`src/rtl/pipe_mem_wb_stage.sv`:
```
// Memory stage plus MEM/WB pipeline register: data RAM, memory-mapped I/O ports,
// switch-input synchronisers and the registered write-back bundle.
module pipe_mem_wb_stage #(
  parameter int unsigned DEPTH_LOG2 = 5
) (
  input  logic        clock,
  input  logic        resetn,
  input  logic        MEM_wreg,
  input  logic        MEM_m2reg,
  input  logic        MEM_wmem,
  input  logic [31:0] MEM_alu,
  input  logic [31:0] MEM_datain,
  input  logic [4:0]  MEM_write_reg_number,
  input  logic [31:0] in_port0,
  input  logic [31:0] in_port1,
  output logic        WB_wreg,
  output logic        WB_m2reg,
  output logic [31:0] WB_alu,
  output logic [31:0] WB_mo,
  output logic [4:0]  WB_write_reg_number,
  output logic [31:0] out_port0,
  output logic [31:0] out_port1,
  output logic [31:0] out_port2
);

  localparam int unsigned AW    = DEPTH_LOG2;
  localparam int unsigned DEPTH = 32'(1) << DEPTH_LOG2;

  logic [31:0] ram_mem [DEPTH];
  logic [AW-1:0] ram_idx;
  logic        io_space;
  logic [1:0]  io_sel;
  logic        ram_we;
  logic        io_we;
  logic [31:0] ram_rd;
  logic [31:0] io_rd;
  logic [31:0] mo;

  logic        wb_wreg_q, wb_wreg_d;
  logic        wb_m2reg_q, wb_m2reg_d;
  logic [31:0] wb_alu_q, wb_alu_d;
  logic [31:0] wb_mo_q, wb_mo_d;
  logic [4:0]  wb_rd_q, wb_rd_d;
  logic [31:0] out0_q, out0_d;
  logic [31:0] out1_q, out1_d;
  logic [31:0] out2_q, out2_d;
  logic [31:0] in0_s1_q, in0_s1_d;
  logic [31:0] in0_sync_q, in0_sync_d;
  logic [31:0] in1_s1_q, in1_s1_d;
  logic [31:0] in1_sync_q, in1_sync_d;

  // Only the decoded address bits are used; the rest alias by design.
  logic unused_alu;
  assign unused_alu = ^MEM_alu;

  // Address decode, load-data mux and next-state for every register.
  always_comb begin
    io_space = MEM_alu[7];
    io_sel   = MEM_alu[3:2];
    ram_idx  = MEM_alu[AW+1:2];
    ram_we   = MEM_wmem & ~io_space;
    io_we    = MEM_wmem & io_space;
    ram_rd   = ram_mem[ram_idx];

    case (io_sel)
      2'b00:   io_rd = in0_sync_q;
      2'b01:   io_rd = in1_sync_q;
      2'b10:   io_rd = out0_q;
      default: io_rd = out2_q;
    endcase
    mo = io_space ? io_rd : ram_rd;

    out0_d = out0_q;
    out1_d = out1_q;
    out2_d = out2_q;
    if (io_we) begin
      case (io_sel)
        2'b00:   out0_d = MEM_datain;
        2'b01:   out1_d = MEM_datain;
        2'b10:   out2_d = MEM_datain;
        default: ;
      endcase
    end

    wb_wreg_d  = MEM_wreg;
    wb_m2reg_d = MEM_m2reg;
    wb_alu_d   = MEM_alu;
    wb_mo_d    = mo;
    wb_rd_d    = MEM_write_reg_number;

    in0_s1_d   = in_port0;
    in0_sync_d = in0_s1_q;
    in1_s1_d   = in_port1;
    in1_sync_d = in1_s1_q;
  end

  // Data RAM is not reset; a store caught by reset is dropped.
  always_ff @(posedge clock) begin
    if (ram_we && resetn) ram_mem[ram_idx] <= MEM_datain;
  end

  always_ff @(posedge clock or negedge resetn) begin
    if (!resetn) begin
      wb_wreg_q  <= 1'b0;
      wb_m2reg_q <= 1'b0;
      wb_alu_q   <= 32'd0;
      wb_mo_q    <= 32'd0;
      wb_rd_q    <= 5'd0;
      out0_q     <= 32'd0;
      out1_q     <= 32'd0;
      out2_q     <= 32'd0;
      in0_s1_q   <= 32'd0;
      in0_sync_q <= 32'd0;
      in1_s1_q   <= 32'd0;
      in1_sync_q <= 32'd0;
    end else begin
      wb_wreg_q  <= wb_wreg_d;
      wb_m2reg_q <= wb_m2reg_d;
      wb_alu_q   <= wb_alu_d;
      wb_mo_q    <= wb_mo_d;
      wb_rd_q    <= wb_rd_d;
      out0_q     <= out0_d;
      out1_q     <= out1_d;
      out2_q     <= out2_d;
      in0_s1_q   <= in0_s1_d;
      in0_sync_q <= in0_sync_d;
      in1_s1_q   <= in1_s1_d;
      in1_sync_q <= in1_sync_d;
    end
  end

  assign WB_wreg             = wb_wreg_q;
  assign WB_m2reg            = wb_m2reg_q;
  assign WB_alu              = wb_alu_q;
  assign WB_mo               = wb_mo_q;
  assign WB_write_reg_number = wb_rd_q;
  assign out_port0           = out0_q;
  assign out_port1           = out1_q;
  assign out_port2           = out2_q;

endmodule

```
`config.mk`:
```
export PLATFORM = sky130hd
export DESIGN_NAME = pipe_mem_wb_stage
export DESIGN_NICKNAME = d
export VERILOG_FILES = /design/src/rtl/pipe_mem_wb_stage.sv
export SDC_FILE = /design/constraint.sdc
export NUM_CORES = 1
export LEC_CHECK = 0
export ABC_AREA = 1
export ABC_CLOCK_PERIOD_IN_PS = 1300
export CORE_ASPECT_RATIO = 0.9
export CORE_UTILIZATION = 45
export CTS_CLUSTER_DIAMETER = 30
export DETAILED_ROUTE_END_ITERATION = 10
export PLACE_DENSITY = 0.7
export REMOVE_ABC_BUFFERS = 1
export SYNTH_ARGS = -nofsm -noshare
export SYNTH_HDL_FRONTEND = slang
export SYNTH_SLANG_ARGS = --single-unit
```
`constraint.sdc`:
```
create_clock -name clock -period 1.3 [get_ports clock]
set_clock_uncertainty 0.1 [all_clocks]
set_input_delay 0.325 -clock clock [delete_from_list [all_inputs] [get_ports clock]]
set_output_delay 0.325 -clock clock [all_outputs]
set_load 0.01 [all_outputs]
```
==> summary.md <==
| Metric | Value |
|---|---|
| Crit share post-route | 148% |
| Core footprint | 0.113 mm2 |
| Share of cells above drive strength 1 | 24.4% |
| R2r startpoint | ram_mem[23][3]$_DFFE_PP_ |
| Crit start category | flip-flop |
| Slew Limit Headroom | 38.5% |
| CTS tree | built |
| H-Tree Depth | 4 |
| Worst min path class | primary input to flip-flop |
| F_max | 520 MHz |
| PortBufs | 304 |
| GRT overflow | 0 |
| Max FO, Critical Path | 1 |
| Hold path endpoint | out_port0[9]$_DFFE_PN0P_ |
| Hold Path Depth | 3 |
| Clock Sinks | 1319 |
| NetSw | 28.5 mW |
| Vias per inst | 5.26 |
| Yosys warnings | 0 |
| GPL Wtd Cong | 0.962 |
| Largest net degree at the start of global routing | 146 |
| Largest area contributor in the netlist | edfxtp_1 |
| Combinational Power Share | 8.3% |
| Crit path time final | 1.92 ns |
| CP Data Required Time | 0.88 ns |
| Number of global-route vias before repair | 38115 |
| Die ar. | 0.116 mm2 |
| Sw Ratio | 23.8% |
| Avg Synthesized Cell Area | 10.9 um2 |
| Post-DP HPWL | 97.5 mm |
| WL/cell | 21.7 um |
| Area of the mapped netlist | 0.0515 mm2 |
| Clk pin slew, worst setup/hold paths | 0.06 ns |
| Slew Limit Fails | 0 |
| Final WS setup | -0.622 ns |
| Rows | 117 |
| Final hold slack | 0.103 ns |
| Post-DRT Antenna Nets | 0 |
| Cells along the critical path | buf_12 > buf_6 |
| DR pass1 iterations | 6 |
| Routed WL | 159 mm |
| Pwr dens | 1680 mW/mm2 |
| Lkg Pwr | 30.4 nW |
| CTS root buffer | clkbuf_16 |
| Vias | 38484 |
| Sequential fraction of the synthesis area | 74.1% |
| Failing checks | setup timing |
| Commonest non-fill, non-tap cells in the layout | nand2_1 (2460), edfxtp_1 (1024), buf_4 (302), dfrtp_1 (290), clkbuf_16 (246) |
| Outcome | finished, violations left |
| Worst path arrival time | 1.50 ns |
| Width of the die | 359 um |
| Synth top area share | 59.7% |
| Final Net Count | 5758 |
| Worst slew pin tran | 0.922 ns |
| Starting Density | 45.4% |
| Internal | 91.1 mW |
| CP Buf/Inv Count | 2 |
| Fin. Hold Viols | 0 |
| #FFs+latches synth | 1319 |
| Skew-Pair Late Insertion Delay | 0.83 ns |
| Synth area leaders | edfxtp_1 (60%), nand2_1 (20%), dfrtp_1 (14%) |
| Worst Setup SP | WB_mo[12]$_DFF_PN0_ |
| Global Route Usage Sum | 27.2% |
| MaxCap Viol Count | 0 |
| Distinct cells, synth | 21 |
| Critical path type | flip-flop to primary output |
| Peak VDD IR | 1.37 mV |
| CP max stage delay | 0.40 ns |
| Clk pwr share | 52.1% |
| RSZ-0062 raised after global routing | yes |
| R2R Setup Slk | -0.09 ns |
| CTS Buf Count | 236 |
| Critical R2R Capture | WB_mo[3]$_DFF_PN0_ |
| Initial antenna violation count | 0 |
| Slowest-stage cell, CP | dfrtp_1 |
| CTS Buffer Depth | 3 |
| Placed Area | 0.0608 mm2 |
| Mapped Cells | 4717 |
| Layout area overhead | 38.5% |
| Seq pwr share | 39.5% |
| Post-route DRC | 0 |
| Design area | 0.0713 mm2 |
| DRT iter0 DRCs | 4391 |
| Hold path start | MEM_datain[9] |
| Io pins | 305 |
| R2R cell count | 10 |
| Die H | 323 um |
| Final setup fails | 199 |
| First-pass GRT wire length | 232 mm |
| CP Capture Type | primary output |
| Commonest non-fill, non-tap cell in the layout | nand2_1 |
| Delay-heaviest family, CP | flip-flops |
## what timing repair did
| action | 4_1_cts | 5_1_grt |
|---|---|---|
| buffers inserted | 55 | 24 |
| endpoints found under the hold margin | 395 | 0 |
| cloned | 3 | 3 |
| setup endpoints to repair | 1223 | 892 |
| resized for setup | 895 | 219 |
| pin swaps | 118 | 177 |
| hold buffers | 101 | 0 |
## power groups by stage
stage / logic [mW] / clock network (mW) / registers, mW
3_5_place_dp: 9.16 / 0 / 48.0
3_3_place_gp: 9.05 / 0 / 48.0
4_1_cts: 9.44 / 62.8 / 47.3
2_1_floorplan: 2.59 / 0 / 48.3
6_report: 9.98 / 62.3 / 47.3
5_1_grt: 10.7 / 64.8 / 47.3
## cell type report
class | instances | area, um2
Inverter | 70 | 303
Multi-Input combinational cell | 3102 | 13400
Tap cell | 1487 | 1860
Antenna cell | 1 | 2.50
Timing Repair Buffer | 891 | 9420
Sequential cell | 1319 | 38100
Fill cell | 8177 | 42000
Clock inverter | 174 | 1970
Clock buffer | 277 | 6260
## routing by layer
| layer | global-route usage [%] | wire, um | vias up |
|---|---|---|---|
| li1 | - | - | 17356 |
| met1 | 34.7 | 59900 | 18681 |
| met2 | 44.4 | 76700 | 2051 |
| met3 | 5.37 | 14400 | 396 |
| met4 | 13.5 | 7860 | 0 |
| met5 | 0 | 0 | - |
## state kept, by name, summed over array words and instances, names as in the netlist
register             cells
WB_wreg                  1
WB_write_reg_number      5
in1_sync_q              32
out_port0               32
in0_s1_q                32
out_port2               32
WB_mo                   32
in1_s1_q                32
in0_sync_q              32
ram_mem               1024
WB_m2reg                 1
WB_alu                  32
out_port1               32
## how the worst max path moves through the flow
stage | end | cells past startpoint
finish | WB_mo[12] | 2
CTS | WB_mo[12] | 2
global placement | WB_mo[29]$_DFF_PN0_ | 11
global route | WB_mo[12] | 2
detailed placement | WB_mo[29]$_DFF_PN0_ | 11
floorplan | out_port2[0]$_DFFE_PN0P_ | 4
## stage by stage
stage	cells	setup WS (ns)	power (mW)	utilization (%)	setup TNS [ns]
6_report	7321	-0.622	120	62.9	-79.83
5_1_grt	7320	-0.649	123	62.9	-88.17
4_1_cts	7299	-0.667	119	62.1	-87.48
3_5_place_dp	6690	-1.22	57.2	53.6	-1366.50
3_3_place_gp	6690	-1.21	57.0	53.6	-1333.71
2_1_floorplan	4491	-6.89	50.9	-	-4814.28
## synth_stat cells
cell      number
nand2_1     2695
a22o_1        20
a21oi_1       38
o21ai_1       30
edfxtp_1    1024
o21ai_0       66
nor2_2         1
buf_1         31
dfrtp_1      295
clkbuf_1      96
nor2_1       138
nand3_1       91
inv_1         65
clkinv_1       1
nand4_1       14
inv_2          4
nor3_2         6
nor3_1         1
buf_2         99
nor2_4         1
nand2_2        1
## cell families (layout without fill, tap and decap cells)
group	after synthesis	count (layout)	share of synthesized area (%)
buf+inv	296	1412	2.40
other cells	0	1	0
flops	1319	1319	74.1
compound gates	154	154	1.64
simple gates	2948	2948	21.9
## tightest hold or removal path, stage by stage
cell and delay [ns]:
clkdlybuf4s50_1 0.47, inv_1 0.12, o21ai_1 0.08
Power figures use the tool's default switching activity.
